File: src/rtl/kb_pkg.sv
// Shared constants and types for the PS/2 set-2 keyboard event path.
package kb_pkg;

  localparam logic [7:0] PFX_EXT   = 8'hE0;
  localparam logic [7:0] PFX_BRK   = 8'hF0;
  localparam logic [7:0] PFX_PAUSE = 8'hE1;

  // Number of raw bytes that follow E1 in the Pause key sequence
  localparam int PAUSE_LEN = 7;

  localparam int EVT_W       = 10;
  localparam int EVT_EXT_BIT = 9;
  localparam int EVT_BRK_BIT = 8;

  typedef enum logic [2:0] {
    ST_IDLE,
    ST_EXT,
    ST_BRK,
    ST_EXT_BRK,
    ST_PAUSE
  } kb_state_t;

  // Packed so that ext lands on bit 9, brk on bit 8, code on bits 7:0
  typedef struct packed {
    logic       ext;
    logic       brk;
    logic [7:0] code;
  } kb_event_t;

  // Keyboard status / acknowledge bytes that never describe a key
  function automatic logic is_ignored(input logic [7:0] code);
    case (code)
      8'h00, 8'hFF, 8'hAA, 8'hFA, 8'hFE, 8'hEE: return 1'b1;
      default:                                   return 1'b0;
    endcase
  endfunction

endpackage

File: src/rtl/kb_fifo.sv
// Generic show-ahead FIFO: head entry is always visible, with occupancy
// count, full/empty flags and a one-cycle pulse when a push is dropped.
module kb_fifo #(
  parameter int W_SIZE = 2,
  parameter int DATA_W = 10
) (
  input  logic              clk,
  input  logic              reset,
  input  logic              push,
  input  logic [DATA_W-1:0] push_data,
  input  logic              pop,
  output logic [DATA_W-1:0] head_data,
  output logic              empty,
  output logic              full,
  output logic [W_SIZE:0]   count,
  output logic              ovf_tick
);

  localparam int              DEPTH     = 1 << W_SIZE;
  localparam logic [W_SIZE:0] DEPTH_CNT = {1'b1, {W_SIZE{1'b0}}};

  logic [DATA_W-1:0] mem [DEPTH];
  logic [W_SIZE-1:0] wr_ptr;
  logic [W_SIZE-1:0] rd_ptr;
  logic              pop_ok;
  logic              push_ok;

  assign empty     = (count == '0);
  assign full      = (count == DEPTH_CNT);
  assign pop_ok    = pop && !empty;
  // A full FIFO still accepts a push when the head leaves in the same cycle
  assign push_ok   = push && (!full || pop_ok);
  assign head_data = empty ? '0 : mem[rd_ptr];

  // Storage array; contents need no reset because empty masks the head
  always_ff @(posedge clk) begin
    if (push_ok) mem[wr_ptr] <= push_data;
  end

  // Pointers, occupancy and the dropped-push pulse
  always_ff @(posedge clk or negedge reset) begin
    if (!reset) begin
      wr_ptr   <= '0;
      rd_ptr   <= '0;
      count    <= '0;
      ovf_tick <= 1'b0;
    end else begin
      if (push_ok) wr_ptr <= wr_ptr + 1'b1;
      if (pop_ok)  rd_ptr <= rd_ptr + 1'b1;
      case ({push_ok, pop_ok})
        2'b10:   count <= count + 1'b1;
        2'b01:   count <= count - 1'b1;
        default: count <= count;
      endcase
      ovf_tick <= push && !push_ok;
    end
  end

endmodule

File: src/rtl/kb_event_decoder.sv
// Turns the PS/2 receiver byte stream into key events {ext, brk, code}:
// decodes E0/F0/E1 prefixes, collapses the Pause sequence into one event,
// abandons stale prefixes after a timeout and queues events in a FIFO.
module kb_event_decoder
  import kb_pkg::*;
#(
  parameter int W_SIZE       = 2,
  parameter int REPORT_BREAK = 1,
  parameter int TIMEOUT      = 2_500_000
) (
  input  logic            clk,
  input  logic            reset,
  input  logic            scan_tick,
  input  logic [7:0]      scan_code,
  input  logic            rd_key,
  output logic [7:0]      key_code,
  output logic            key_ext,
  output logic            key_break,
  output logic            key_empty,
  output logic            key_full,
  output logic [W_SIZE:0] key_count,
  output logic            ovf_tick
);

  localparam logic [31:0] TO_LAST = (TIMEOUT > 0) ? 32'(TIMEOUT - 1) : 32'd0;

  kb_state_t   state;
  kb_state_t   state_nxt;
  logic [2:0]  pause_cnt;
  logic [2:0]  pause_nxt;
  logic [31:0] timer;
  logic        timed_out;
  logic        push;
  kb_event_t   push_evt;
  logic [EVT_W-1:0] head;

  assign timed_out = (TIMEOUT != 0) && (state != ST_IDLE) && (timer == TO_LAST);

  // Byte decode: next state and the event pushed on the same edge as the byte
  always_comb begin
    state_nxt = state;
    pause_nxt = pause_cnt;
    push      = 1'b0;
    push_evt  = '0;
    if (scan_tick) begin
      if (state == ST_PAUSE) begin
        if (pause_cnt == 3'(PAUSE_LEN - 1)) begin
          push      = 1'b1;
          push_evt  = '{ext: 1'b0, brk: 1'b0, code: PFX_PAUSE};
          state_nxt = ST_IDLE;
          pause_nxt = '0;
        end else begin
          pause_nxt = pause_cnt + 1'b1;
        end
      end else if (scan_code == PFX_PAUSE) begin
        state_nxt = ST_PAUSE;
        pause_nxt = '0;
      end else if (scan_code == PFX_EXT) begin
        state_nxt = ST_EXT;
      end else if (scan_code == PFX_BRK) begin
        state_nxt = (state == ST_EXT || state == ST_EXT_BRK) ? ST_EXT_BRK : ST_BRK;
      end else if (is_ignored(scan_code)) begin
        state_nxt = ST_IDLE;
      end else begin
        push_evt.ext  = (state == ST_EXT) || (state == ST_EXT_BRK);
        push_evt.brk  = (state == ST_BRK) || (state == ST_EXT_BRK);
        push_evt.code = scan_code;
        push          = !push_evt.brk || (REPORT_BREAK != 0);
        state_nxt     = ST_IDLE;
      end
    end else if (timed_out) begin
      state_nxt = ST_IDLE;
      pause_nxt = '0;
    end
  end

  // Sequence state and Pause byte counter
  always_ff @(posedge clk or negedge reset) begin
    if (!reset) begin
      state     <= ST_IDLE;
      pause_cnt <= '0;
    end else begin
      state     <= state_nxt;
      pause_cnt <= pause_nxt;
    end
  end

  // Cycles since the last byte while a prefix sequence is open
  always_ff @(posedge clk or negedge reset) begin
    if (!reset) begin
      timer <= '0;
    end else if (scan_tick || state == ST_IDLE || timed_out) begin
      timer <= '0;
    end else if (TIMEOUT != 0) begin
      timer <= timer + 1'b1;
    end
  end

  kb_fifo #(
    .W_SIZE (W_SIZE),
    .DATA_W (EVT_W)
  ) u_fifo (
    .clk       (clk),
    .reset     (reset),
    .push      (push),
    .push_data (push_evt),
    .pop       (rd_key),
    .head_data (head),
    .empty     (key_empty),
    .full      (key_full),
    .count     (key_count),
    .ovf_tick  (ovf_tick)
  );

  assign key_ext   = head[EVT_EXT_BIT];
  assign key_break = head[EVT_BRK_BIT];
  assign key_code  = head[7:0];

endmodule

File: config.mk
export PLATFORM = sky130hd
export DESIGN_NAME = kb_event_decoder
export DESIGN_NICKNAME = d
export VERILOG_FILES = /design/src/rtl/kb_pkg.sv /design/src/rtl/kb_fifo.sv /design/src/rtl/kb_event_decoder.sv
export SDC_FILE = /design/constraint.sdc
export NUM_CORES = 1
export LEC_CHECK = 0
export BUFFER_PORTS_ARGS = -buffer_cell sky130_fd_sc_hd__buf_4
export CAP_MARGIN = 20
export CELL_PAD_IN_SITES_DETAIL_PLACEMENT = 0
export CELL_PAD_IN_SITES_GLOBAL_PLACEMENT = 1
export CORE_MARGIN = 8
export CORE_UTILIZATION = 50
export CTS_CLUSTER_DIAMETER = 60
export DETAILED_ROUTE_END_ITERATION = 7
export MAX_ROUTING_LAYER = met4
export PLACE_DENSITY_LB_ADDON = 0.1
export SKIP_CTS_REPAIR_TIMING = 1
export SKIP_LAST_GASP = 1
export SLEW_MARGIN = 40
export SYNTH_ARGS = -nofsm -noshare
export SYNTH_HDL_FRONTEND = slang
export SYNTH_HIERARCHICAL = 1
export SYNTH_SLANG_ARGS = --single-unit
export TNS_END_PERCENT = 100
File: constraint.sdc
create_clock -name clk -period 7.3 [get_ports clk]
set_clock_uncertainty 0.05 [all_clocks]
set_input_delay 0.365 -clock clk [delete_from_list [all_inputs] [get_ports clk]]
set_output_delay 0.365 -clock clk [all_outputs]
set_load 0.02 [all_outputs]
Yosys cells after proc, flatten, opt, wreduce, memory -nomap -nowiden --
Memories as Yosys holds them, arrays and structs flattened. Index checks and enable logic that the tools add are counted.
Operators by class: add/sub/neg operators 6, equality and inequality tests 19, muxes and demuxes 37, reductions and logical operators 21
Operators with widths (count):
- 2-to-1 mux 10 bit | 7
- == test 8 bit (second input constant) | 8
- adder 32 x 1 -> 32 bit (second input constant) | 1
- == test 32 x 22 -> 1 bit (second input constant) | 1
- 2-to-1 mux 32 bit | 1
- 2-to-1 mux 3 bit | 9
- 2-to-1 mux 1 bit | 16
- == test 3 bit (second input constant) | 3
- logical NOT 8 bit | 1
- 2-to-1 mux 8 bit | 1
- adder 3 x 1 -> 3 bit (second input constant) | 2
- == test 3 x 2 -> 1 bit (second input constant) | 2
- logical NOT 3 bit | 2
- case mux 3 bit (2 select lines) | 1
- OR reduction 6 bit | 1
- logical OR 1 bit | 5
- adder 2 x 1 -> 2 bit (second input constant) | 2
- logical AND 1 bit | 4
- 2-to-1 mux 2 bit | 2
- AND reduction 2 bit | 2
- nonzero test 2 bit | 2
- == test 3 x 1 -> 1 bit (second input constant) | 1
- logical NOT 1 bit | 3
- != test 3 x 1 -> 1 bit (second input constant) | 1
- 5 further kinds | 5
Word-level totals: register bits 46, memory bits (writable) 40, word-level logic and storage cells 91, memories 1
Memories:
- u_fifo.mem | depth 4, bits a word 10, read ports 1, clocked after Yosys merged registers in 0, write ports 1, line kb_fifo.sv:22 | logic [DATA_W-1:0] mem [DEPTH];

Depth between registers and ports, before layout --
Gate-level depths: netlist (run 1).
word-level depth 17, mapped depth 13, depth with buffers taken out 13

By module --
Netlist (run 1), hierarchy kept.
By module, submodules not included:
- kb_event_decoder | times used 1, cells each 243, area each 2237.1 µm², seq. area each 950.9 µm²
- kb_fifo | times used 1, cells each 104, area each 1978.1 µm², seq. area each 1401.3 µm²

Worst setup path before layout (run 1) --
No wires, ideal clock.
path type input to register, from input scan_code[1], to register u_fifo.count[2], library setup time 0.080 ns, data arrival time 2.703 ns, required time 7.170 ns, slack 4.467 ns, cell stages on the path 12, path buffers 0, cell sequence or4b_4 > o41a_1 > a21oi_2 > nor2b_1 > o21a_4 > inv_1 > ha_1 > inv_1 > fa_1 > xor2_1 > nor2_1 > xor2_1
Between the ends: word-level cells in the longest chain between the ends 17
Ends and longest elaborated chain:
- start, declared | line kb_event_decoder.sv:14 | input logic [7:0] scan_code,
- == test 8 bit / logical NOT 8 bit (equally long branches) | line kb_pkg.sv:32 | case (code)
- OR reduction 6 bit | line kb_pkg.sv:32
- 2-to-1 mux 1 bit | line kb_pkg.sv:32
- 2-to-1 mux 1 bit | line kb_event_decoder.sv:60 | end else if (scan_code == PFX_BRK) begin
- 2-to-1 mux 1 bit | line kb_event_decoder.sv:58 | end else if (scan_code == PFX_EXT) begin
- 2-to-1 mux 1 bit | line kb_event_decoder.sv:55 | end else if (scan_code == PFX_PAUSE) begin
- 2-to-1 mux 1 bit | line kb_event_decoder.sv:46 | if (state == ST_PAUSE) begin
- 2-to-1 mux 1 bit | line kb_event_decoder.sv:45 | if (scan_tick) begin
- [2 not listed]
- 2-to-1 mux 1 bit | line kb_event_decoder.sv:58
- 2-to-1 mux 1 bit * | line kb_event_decoder.sv:55
- 2-to-1 mux 1 bit * | line kb_event_decoder.sv:46
- 2-to-1 mux 1 bit * | line kb_event_decoder.sv:45
- net push | line kb_event_decoder.sv:33 | logic push;
- logical AND 1 bit * | line kb_fifo.sv:32 | assign push_ok = push && (!full || pop_ok);
- == test 2 x 1 -> 1 bit / == test 2 bit (equally long branches) | line kb_fifo.sv:50 | case ({push_ok, pop_ok})
- case mux 3 bit (2 select lines) / nonzero test 2 bit (equally long branches)
- end signal, assigned | line kb_fifo.sv:51 | 2'b10: count <= count + 1'b1;
- end signal, assigned | line kb_fifo.sv:52 | 2'b01: count <= count - 1'b1;
- end signal, assigned | line kb_fifo.sv:53 | default: count <= count;
- end, declared | line kb_fifo.sv:15 | output logic [W_SIZE:0] count,
The timed path passes the listed nets; every way through them passes the cells marked *. The select of a mux whose other input is x is not followed. A chain may end at the register's enable or synchronous reset.

Worst setup path after layout (run 1) --
from register state[1], to register u_fifo.count[2]
Between the ends: word-level cells in the longest chain between the ends 6
Ends and longest elaborated chain:
- start, declared | line kb_event_decoder.sv:27 | kb_state_t state;
- start signal, assigned | line kb_event_decoder.sv:83 | state <= state_nxt;
- == test 3 bit * | line kb_event_decoder.sv:46
- 2-to-1 mux 1 bit * | line kb_event_decoder.sv:46
- 2-to-1 mux 1 bit * | line kb_event_decoder.sv:45
- net push | line kb_event_decoder.sv:33
- logical AND 1 bit * | line kb_fifo.sv:32
- == test 2 x 1 -> 1 bit / == test 2 bit (equally long branches) | line kb_fifo.sv:50
- case mux 3 bit (2 select lines) / nonzero test 2 bit (equally long branches)
The timed path passes the listed nets; every way through them passes the cells marked *.

==> results of run 1 <==
-- power by group through the flow --
stage               Clock [W]  Sequential (W)  Combinational (W)
detailed placement          0        0.000658           0.000421
global placement            0        0.000656           0.000419
CTS                  0.000330        0.000649           0.000424
floorplan                   0        0.000632           0.000298
global route         0.000350        0.000656           0.000455
finish               0.000321        0.000646           0.000415
-- area by class of cell --
type                    count  area (um^2)
fillers                   695         3520
flip-flops and latches     86         2350
multi-input cells         237         1760
repair buffers             28          210
clock buffers              11          153
well taps                 105          131
inverters                  14         52.6
clock inverters             5         38.8
-- path summary, 6_finish.rpt --
kind / to / depth (start not counted)
max in group asynchronous: timer[23] / 1
worst max-delay path: u_fifo/count[2] / 12
worst min register to register: timer[0] / 1
worst min-delay path: pause_cnt[1] / 1
min in group clk: u_fifo/ovf_tick / 2
worst max register to register: u_fifo/count[2] / 12
-- state kept, by name, summed over array words and instances, names as in the netlist --
register         count
u_fifo/count         3
pause_cnt            3
u_fifo/mem          40
u_fifo/rd_ptr        2
state                3
u_fifo/wr_ptr        2
timer               32
u_fifo/ovf_tick      1
-- routing by layer --
layer / global-route usage (%) / share of wire (%) / vias up
met5: - / 0 / -
met4: 5.35 / 0.91 / 0
met3: 2.87 / 3.1 / 7
met2: 22.9 / 48 / 31
met1: 18.8 / 48 / 1353
li1: - / - / 1315
-- logic make-up (layout without fill, tap and decap cells) --
group	count (synthesis)	after routing	synth area share, %
compound gates	25	25	4.21
mux	13	13	6.17
flops	86	86	55.8
fa+ha+maj	7	7	2.26
simple gates	156	156	21.2
xor+xnor	36	36	7.48
buf+inv	24	58	2.85
-- critical path, stage by stage (launching register included) --
cell     delay, ns
dfrtp_1       0.43
or3b_2        0.56
nor4b_1       0.49
a21oi_2       0.12
nor2b_1       0.28
o21a_4        0.22
inv_1         0.05
ha_1          0.19
inv_1         0.07
fa_1          0.17
xor2_1        0.16
nor2_1        0.06
xor2_1        0.15
-- Yosys cell counts (all sizes together), types with 7 or more instances --
| library cell | number | share of area [%] |
|---|---|---|
| dfrtp | 46 | 27 |
| edfxtp | 40 | 28 |
| and2 | 9 | 1.5 |
| mux4 | 10 | 5.3 |
| buf | 7 | 1.3 |
| nor2 | 47 | 4.2 |
| xor2 | 26 | 5.4 |
| inv | 14 | 1.2 |
| o21ai | 10 | 1.2 |
| nand3 | 13 | 1.5 |
| nand4 | 17 | 2.7 |
| nor4 | 8 | 2.0 |
| nand2 | 19 | 1.8 |
| xnor2 | 10 | 2.1 |
| nor2b | 12 | 1.8 |
-- metrics by stage --
step	util (%)	setup slack, ns	instance area (um^2)	hold slack (ns)	power [W]
floorplan	-	4.47	4220	0.0194	0.000930
global placement	54.7	4.18	4490	0.379	0.00107
detailed placement	54.8	4.09	4500	0.373	0.00108
CTS	57.1	4.24	4690	-0.00796	0.00140
global route	57.2	3.90	4700	0.0350	0.00146
finish	57.2	4.19	4700	-0.0195	0.00138
-- layout by cell type, fill, tap and decap left out, drive strengths merged, types with 6 or more instances in the layout --
cell and instances:
nor2 47, dfrtp 46, edfxtp 40, buf 28
xor2 26, nand2 19, nand4 17, inv 17
nand3 13, nor2b 12, clkbuf 11, xnor2 10
mux4 10, o21ai 10, and2 9, nor4 8
ha 6
==> results.toml, run 1 <==
[global_routing]
grt_max_degree = 47
antenna_found_initial = 0
grt_overflow = 0
grt_pass1_vias = 2607
grtUsageTotal_pct = 14.7
grt_pass1_wl_um = 13200

[timing]
worstMarginPinSlew_ns = 0.714
hold_viol = 28
fin_crit_ns = 3.11
setup_violations = 0
worst_hold_slack_ns = -0.0195
finalSetupTns_ns = 0
drv_slew = 0
fin_crit_sh_pct = 42.6
rsz0062_at_grt = "no"
clock.fmax_mhz = 321
relSlewSlack_pct = 52.4

[floorplan]
die_h_um = 108
rows = 33
die-area_mm2 = 0.0116
io_pins = 28
die_x_um = 108
start_util_pct = 51.3
core_region_area_mm2 = 0.00822

[placed_design]
portBuffers = 27
place_inst = 470
gp_congestion = 0.796
dp_hpwl_um = 5340

[worst_setup_path]
reg2reg_slack_ns = 4.19
crit_required_ns = 7.49
start_kind = "flop"
reg2reg_from = "state[1]"
crit_fanout = 7
worst_setup_path_end_kind = "flop"
path_class = "flop to flop"
worstSetupStartpoint = "state[1]"
arrival_ns = 3.30

[finish]
syn_to_final_growth_pct = 11.4
instances_no_fill = 486
drive_above_1_share_pct = 19.2
diodes = 0
nNetsFinal = 395

[logic_synthesis]
yosysWarnings = 6
synth-seq-cells = 86
synth_edf_count = 40
ys.flop_type = "dfrtp_1"
synth_nets = 366
seq_area_frac_synth_pct = 55.8
avgSynthCellArea_um2 = 12.1
synth_cells = 347
netlist-cell-type-count = 54
netlist_area_mm2 = 0.00422
ys_async_sr_fraction_pct = 53.5

[pwr]
swShare_pct = 32.7
p_sw_w = 0.000452
comb_power_share_pct = 30.0
irDropWorstVdd_mv = 0.151
p_int_w = 0.000930
p_leak_nw = 1.86
pwr-share-seq_pct = 46.7
power_frac_clock_pct = 23.2
p_per_area_mw_per_mm2 = 294

[cts]
cts_tree = "done"
htreeDepth = 3
cts_buffers = 9
clockBufferDepth = 2
cts-root-buf = "clkbuf_8"
cts.clk_slew.worst_paths_ns = 0.10
clk_latency_ns = 0.35
cts_sinks = 86

[outcome]
status = "finished, violations left"
violations = "negative hold slack"

[drt]
ant_nets = 0
routedWlPerCell_um = 16.1
vias = 2706
routed_wl_um = 7830
drt_iter0_drc = 150
avgViaCountPerCell = 5.57
dr.pass1.iters = 4
drc_errors = 0

[min_path]
hold_path.class = "input pin to async pin"

[flow_run]
drv_cap = 0
Note: power is estimated with default switching activity, not from simulation.
==> run 2, diff against run 1 <==
--- a/config.mk
+++ b/config.mk
@@ -5,12 +5,13 @@
 export SDC_FILE = /design/constraint.sdc
 export NUM_CORES = 1
 export LEC_CHECK = 0
+export ABC_AREA = 1
 export BUFFER_PORTS_ARGS = -buffer_cell sky130_fd_sc_hd__buf_4
 export CAP_MARGIN = 20
 export CELL_PAD_IN_SITES_DETAIL_PLACEMENT = 0
 export CELL_PAD_IN_SITES_GLOBAL_PLACEMENT = 1
 export CORE_MARGIN = 8
-export CORE_UTILIZATION = 50
+export CORE_UTILIZATION = 46
 export CTS_CLUSTER_DIAMETER = 60
 export DETAILED_ROUTE_END_ITERATION = 7
 export MAX_ROUTING_LAYER = met4
==> constraint.sdc (replaced) <==
create_clock -name clk -period 3.04 [get_ports clk]
set_clock_uncertainty 0.05 [all_clocks]
set_input_delay 0.152 -clock clk [delete_from_list [all_inputs] [get_ports clk]]
set_output_delay 0.152 -clock clk [all_outputs]
set_load 0.02 [all_outputs]
==> results.toml, run 2 <==
[logic_synthesis]
netlist_area_mm2 = 0.00473
synth_area_leaders = "edfxtp_1 (25%), dfrtp_1 (24%), nand2_1 (13%), inv_1 (8.0%), nor2_1 (7.2%)"
ys_async_sr_fraction_pct = 53.5
synth-seq-cells = 86
avgSynthCellArea_um2 = 7.89
seq_area_frac_synth_pct = 49.8
yosysTopAreaCell = "edfxtp_1"
synth_cells = 599
synthTopCellsByCount = "nand2_1 (168), inv_1 (101), nor2_1 (91)"
netlist-cell-type-count = 30
synth_top_area_share_pct = 25.4
yosysWarnings = 6
ys.flop_type = "dfrtp_1"
synth_nets = 618
synth_edf_count = 40
synth.most_common_cell = "nand2_1"

[pwr]
swShare_pct = 37.1
p_sw_w = 0.00124
comb_power_share_pct = 35.5
p_int_w = 0.00210
irDropWorstVdd_mv = 0.351
power_frac_clock_pct = 21.1
p_leak_nw = 2.37
pwr-share-seq_pct = 43.4
p_per_area_mw_per_mm2 = 635

[worst_setup_path]
start_kind = "flop"
worstReg2RegEnd = "u_fifo/count[2]"
reg2reg_from = "state[1]"
path_class = "flop to flop"
crit_slowest_cell = "nor3_2"
max_stage_delay_ns = 0.52
path_cells = "nor3_2, nand2_1, nand2_1, inv_1, nand2_1, ha_1, inv_1, fa_1, nand2_1, nand3_1, nand2_1, nand2_1"
reg2reg_slack_ns = 0.37
worstRegToRegCells = 12
worstSetupStartpoint = "state[1]"
crit_family = "simple AND/OR/NAND/NOR gates"
crit_fanout = 9
arrival_ns = 2.88
cp.buffers_inverters = 2
crit_end = "u_fifo/count[2]"
crit_required_ns = 3.25
crit_cells = 12
worst_setup_path_end_kind = "flop"
cp_common_cell = "nand2_1"

[drt]
avgViaCountPerCell = 4.75
routed_wl_um = 10500
ant_nets = 0
routedWlPerCell_um = 13.5
drt_iter0_drc = 185
drc_errors = 0
vias = 3685
dr.pass1.iters = 4

[timing]
setup_violations = 0
fin_crit_sh_pct = 87.8
hold_viol = 0
drv_slew = 0
relSlewSlack_pct = 60.3
clock.fmax_mhz = 375
worst_hold_slack_ns = 0.0452
rsz0062_at_grt = "no"
worstMarginPinSlew_ns = 0.596
fin_crit_ns = 2.67
finalSetupTns_ns = 0

[floorplan]
core_region_area_mm2 = 0.0101
die-area_mm2 = 0.0138
start_util_pct = 46.6
rows = 37
die_h_um = 117
io_pins = 28
die_x_um = 117

[placed_design]
portBuffers = 27
placed_cell_area_mm2 = 0.00507
gp_congestion = 0.890
place_inst = 758
dp_hpwl_um = 7640

[global_routing]
grt_pass1_wl_um = 17600
antenna_found_initial = 0
grt_overflow = 0
grt_max_degree = 47
grt_pass1_vias = 3646
grtUsageTotal_pct = 16.1

[cts]
clockBufferDepth = 2
cts_sinks = 86
cts-root-buf = "clkbuf_8"
cts_buffers = 9
clk_latency_ns = 0.36
htreeDepth = 3
cts_tree = "done"
cts.clk_slew.worst_paths_ns = 0.09

[finish]
mostFrequentLayoutCell = "nand2_1"
reg.largest.list = "u_fifo/mem (40), timer (32)"
drive_above_1_share_pct = 10.6
final_cell_area_mm2 = 0.00525
largest_register = "u_fifo/mem"
diodes = 0
largest_reg_flops = 40
instances_no_fill = 775
layout_common_cells = "nand2_1 (168), inv_1 (101), nor2_1 (91)"
nNetsFinal = 653
syn_to_final_growth_pct = 11.1

[flow_run]
drv_cap = 0

[min_path]
hold_path.class = "input pin to flop"

[outcome]
status = "complete, no violations"
==> run 2: power by group through the flow <==
stage | logic (W) | clock network [W] | registers (W)
floorplan | 0.000737 | 0 | 0.00148
global placement | 0.00118 | 0 | 0.00147
detailed placement | 0.00120 | 0 | 0.00147
CTS | 0.00121 | 0.000728 | 0.00145
global route | 0.00131 | 0.000777 | 0.00147
finish | 0.00119 | 0.000703 | 0.00145
==> run 2: logic make-up (layout without fill, tap and decap cells) <==
kind of cell / after synthesis / after routing / synth area share [%]
xor gates and xnor gates: 20 / 20 / 3.71
AOI/OAI and AO/OA: 20 / 20 / 2.12
buffers and inverters: 113 / 153 / 9.64
and+or+nand+nor: 353 / 353 / 32.8
DFF: 86 / 86 / 49.8
adders and majority gates: 7 / 7 / 2.01
==> run 2: final cells by class <==
cell class | instances | area (um^2)
fillers | 961 | 4890
flip-flops and latches | 86 | 2350
multi-input cells | 400 | 1920
inverters | 103 | 387
repair buffers | 34 | 258
well taps | 136 | 170
clock buffers | 10 | 128
clock inverters | 6 | 38.8
==> run 2: worst min-delay path by stage <==
stage,start,endpoint,slack [ns],depth (start not counted)
floorplan,reset,pause_cnt[0],-0.19,0
global placement,reset,timer[24],0.15,1
detailed placement,reset,timer[25],0.16,1
CTS,reset,timer[27],-0.24,1
global route,scan_tick,pause_cnt[2],0.05,3
finish,scan_tick,pause_cnt[2],0.05,3
==> run 2: stage by stage <==
step                      worst slack, ns  total power (W)  utilization (%)
after floorplan                     0.742          0.00222                -
after global placement              0.486          0.00265             50.1
after detailed placement            0.339          0.00267             50.1
after CTS                           0.340          0.00338             51.7
after global routing                0.111          0.00355             51.8
final                               0.370          0.00334             51.8
==> run 2: per-layer routing <==
layer | routed length [um] | global-route usage [%] | up-vias
met2 | 5390 | 28.7 | 53
li1 | - | - | 1921
met1 | 4580 | 17.8 | 1698
met4 | 138 | 6.33 | 0
met3 | 367 | 2.45 | 13
met5 | 0 | - | -
==> run 2: worst reg2reg max path, stage by stage, from the launching register on <==
cell and delay (ns):
dfrtp_1 0.42, nor3_2 0.52, nand2_1 0.15, nand2_1 0.21, inv_1 0.11, nand2_1 0.20, ha_1 0.21, inv_1 0.07
fa_1 0.38, nand2_1 0.10, nand3_1 0.08, nand2_1 0.06, nand2_1 0.04
==> run 3, diff against run 2 <==
--- a/config.mk
+++ b/config.mk
@@ -10,7 +10,7 @@
 export CAP_MARGIN = 20
 export CELL_PAD_IN_SITES_DETAIL_PLACEMENT = 0
 export CELL_PAD_IN_SITES_GLOBAL_PLACEMENT = 1
-export CORE_MARGIN = 8
+export CORE_MARGIN = 10
 export CORE_UTILIZATION = 46
 export CTS_CLUSTER_DIAMETER = 60
 export DETAILED_ROUTE_END_ITERATION = 7
==> results.toml, run 3 (synthesized netlist as in run 2, its figures left out) <==
[worst_setup_path]
path_cells = "nor3_2, nand2_1, nand2_1, inv_1, nand2_1, ha_1, inv_1, fa_1, nand2_1, nand3_1, nand2_1, nand2_1"
arrival_ns = 2.87
cp_common_cell = "nand2_1"
crit_fanout = 9
path_class = "flop to flop"
worst_setup_path_end_kind = "flop"
crit_slowest_cell = "nor3_2"
start_kind = "flop"
crit_required_ns = 3.24
max_stage_delay_ns = 0.47

[timing]
setup_violations = 0
worstMarginPinSlew_ns = 0.681
hold_viol = 0
drv_slew = 0
fin_crit_sh_pct = 87.7
finalSetupTns_ns = 0
relSlewSlack_pct = 54.5
rsz0062_at_grt = "no"
clock.fmax_mhz = 375
fin_crit_ns = 2.66

[global_routing]
grtUsageTotal_pct = 15.6
grt_pass1_vias = 3572
grt_overflow = 0
antenna_found_initial = 0
grt_max_degree = 47
grt_pass1_wl_um = 17800

[cts]
clk_latency_ns = 0.36
clockBufferDepth = 2
htreeDepth = 3
cts.clk_slew.worst_paths_ns = 0.08
cts_tree = "done"
cts_buffers = 9
cts_sinks = 86
cts-root-buf = "clkbuf_8"

[pwr]
p_sw_w = 0.00124
swShare_pct = 36.3
comb_power_share_pct = 34.6
pwr-share-seq_pct = 42.6
p_leak_nw = 2.39
p_per_area_mw_per_mm2 = 649
p_int_w = 0.00218
power_frac_clock_pct = 22.8
irDropWorstVdd_mv = 0.336

[finish]
final_cell_area_mm2 = 0.00527
final_core_utilization_pct = 53.2
drive_above_1_share_pct = 10.5
multi_input_area_mm2 = 0.00192
nFillCells = 973
largest_reg_flops = 40
largest_register = "u_fifo/mem"
layout_common_cells = "nand2_1 (168), inv_1 (101), nor2_1 (91)"
nNetsFinal = 654
final-seq-area_mm2 = 0.00235
syn_to_final_growth_pct = 11.5
mostFrequentLayoutCell = "nand2_1"
instances_no_fill = 773
reg.largest.list = "u_fifo/mem (40), timer (32)"
diodes = 0

[floorplan]
rows = 36
core_region_area_mm2 = 0.00991
die_x_um = 121
die_h_um = 121
start_util_pct = 47.7
die-area_mm2 = 0.0147
io_pins = 28

[drt]
routed_wl_um = 10600
vias = 3754
drt_iter0_drc = 226
drc_errors = 0
avgViaCountPerCell = 4.86
routedWlPerCell_um = 13.8
dr.pass1.iters = 4
ant_nets = 0

[placed_design]
place_inst = 756
dp_hpwl_um = 7790
placed_cell_area_mm2 = 0.00508
portBuffers = 27
gp_congestion = 0.897

[outcome]
status = "complete, no violations"

[min_path]
hold_path.class = "input pin to flop"

[flow_run]
drv_cap = 0
-- run 3: worst max-delay path, delay by kind of cell (launching register included) --
family	cells	cell delay, ns
and+or+nand+nor	8	1.32
DFF	1	0.42
adders and majority gates	2	0.58
buffers and inverters	2	0.19
-- run 3: stage by stage --
stage	hold slack [ns]	setup slack [ns]	power (W)
after floorplan	-0.194	0.742	0.00222
after global placement	0.150	0.475	0.00266
after detailed placement	0.159	0.383	0.00269
after CTS	-0.235	0.380	0.00347
after global routing	0.0487	0.101	0.00366
final	0.0380	0.375	0.00342
-- run 3: power groups by stage --
stage / Combinational (W) / Sequential (W) / Clock (W)
global route: 0.00133 / 0.00148 / 0.000845
finish: 0.00119 / 0.00146 / 0.000779
floorplan: 0.000737 / 0.00148 / 0
global placement: 0.00118 / 0.00148 / 0
CTS: 0.00121 / 0.00146 / 0.000803
detailed placement: 0.00120 / 0.00148 / 0
-- run 3: worst paths after layout --
| kind | start | endpoint | slack (ns) | cells after the start |
|---|---|---|---|---|
| min in group asynchronous | reset | timer[25] | 0.29 | 2 |
| max in group asynchronous | reset | state[1] | 2.23 | 2 |
| worst max-delay path | state[1] | u_fifo/count[2] | 0.38 | 12 |
| worst min-delay path | scan_tick | pause_cnt[2] | 0.04 | 3 |
| worst min register to register | timer[0] | timer[0] | 0.42 | 1 |
| worst max register to register | state[1] | u_fifo/count[2] | 0.38 | 12 |
-- run 3: area by class of cell --
cell class / count / share of cell area (%)
sequential: 86 / 44.6
clock buffer: 12 / 2.56
tap: 133 / 3.16
inverter: 103 / 7.33
timing repair buffer: 35 / 5.03
clock inverter: 4 / 0.902
multi-input combinational: 400 / 36.4
-- run 3: per-layer routing --
metal | up-vias | track usage [%] | share of wire, %
met4 | 0 | 5.89 | 1.6
met2 | 74 | 21.8 | 43
met5 | - | - | 0
met1 | 1737 | 22.2 | 49
li1 | 1930 | - | -
met3 | 13 | 2.65 | 6.1
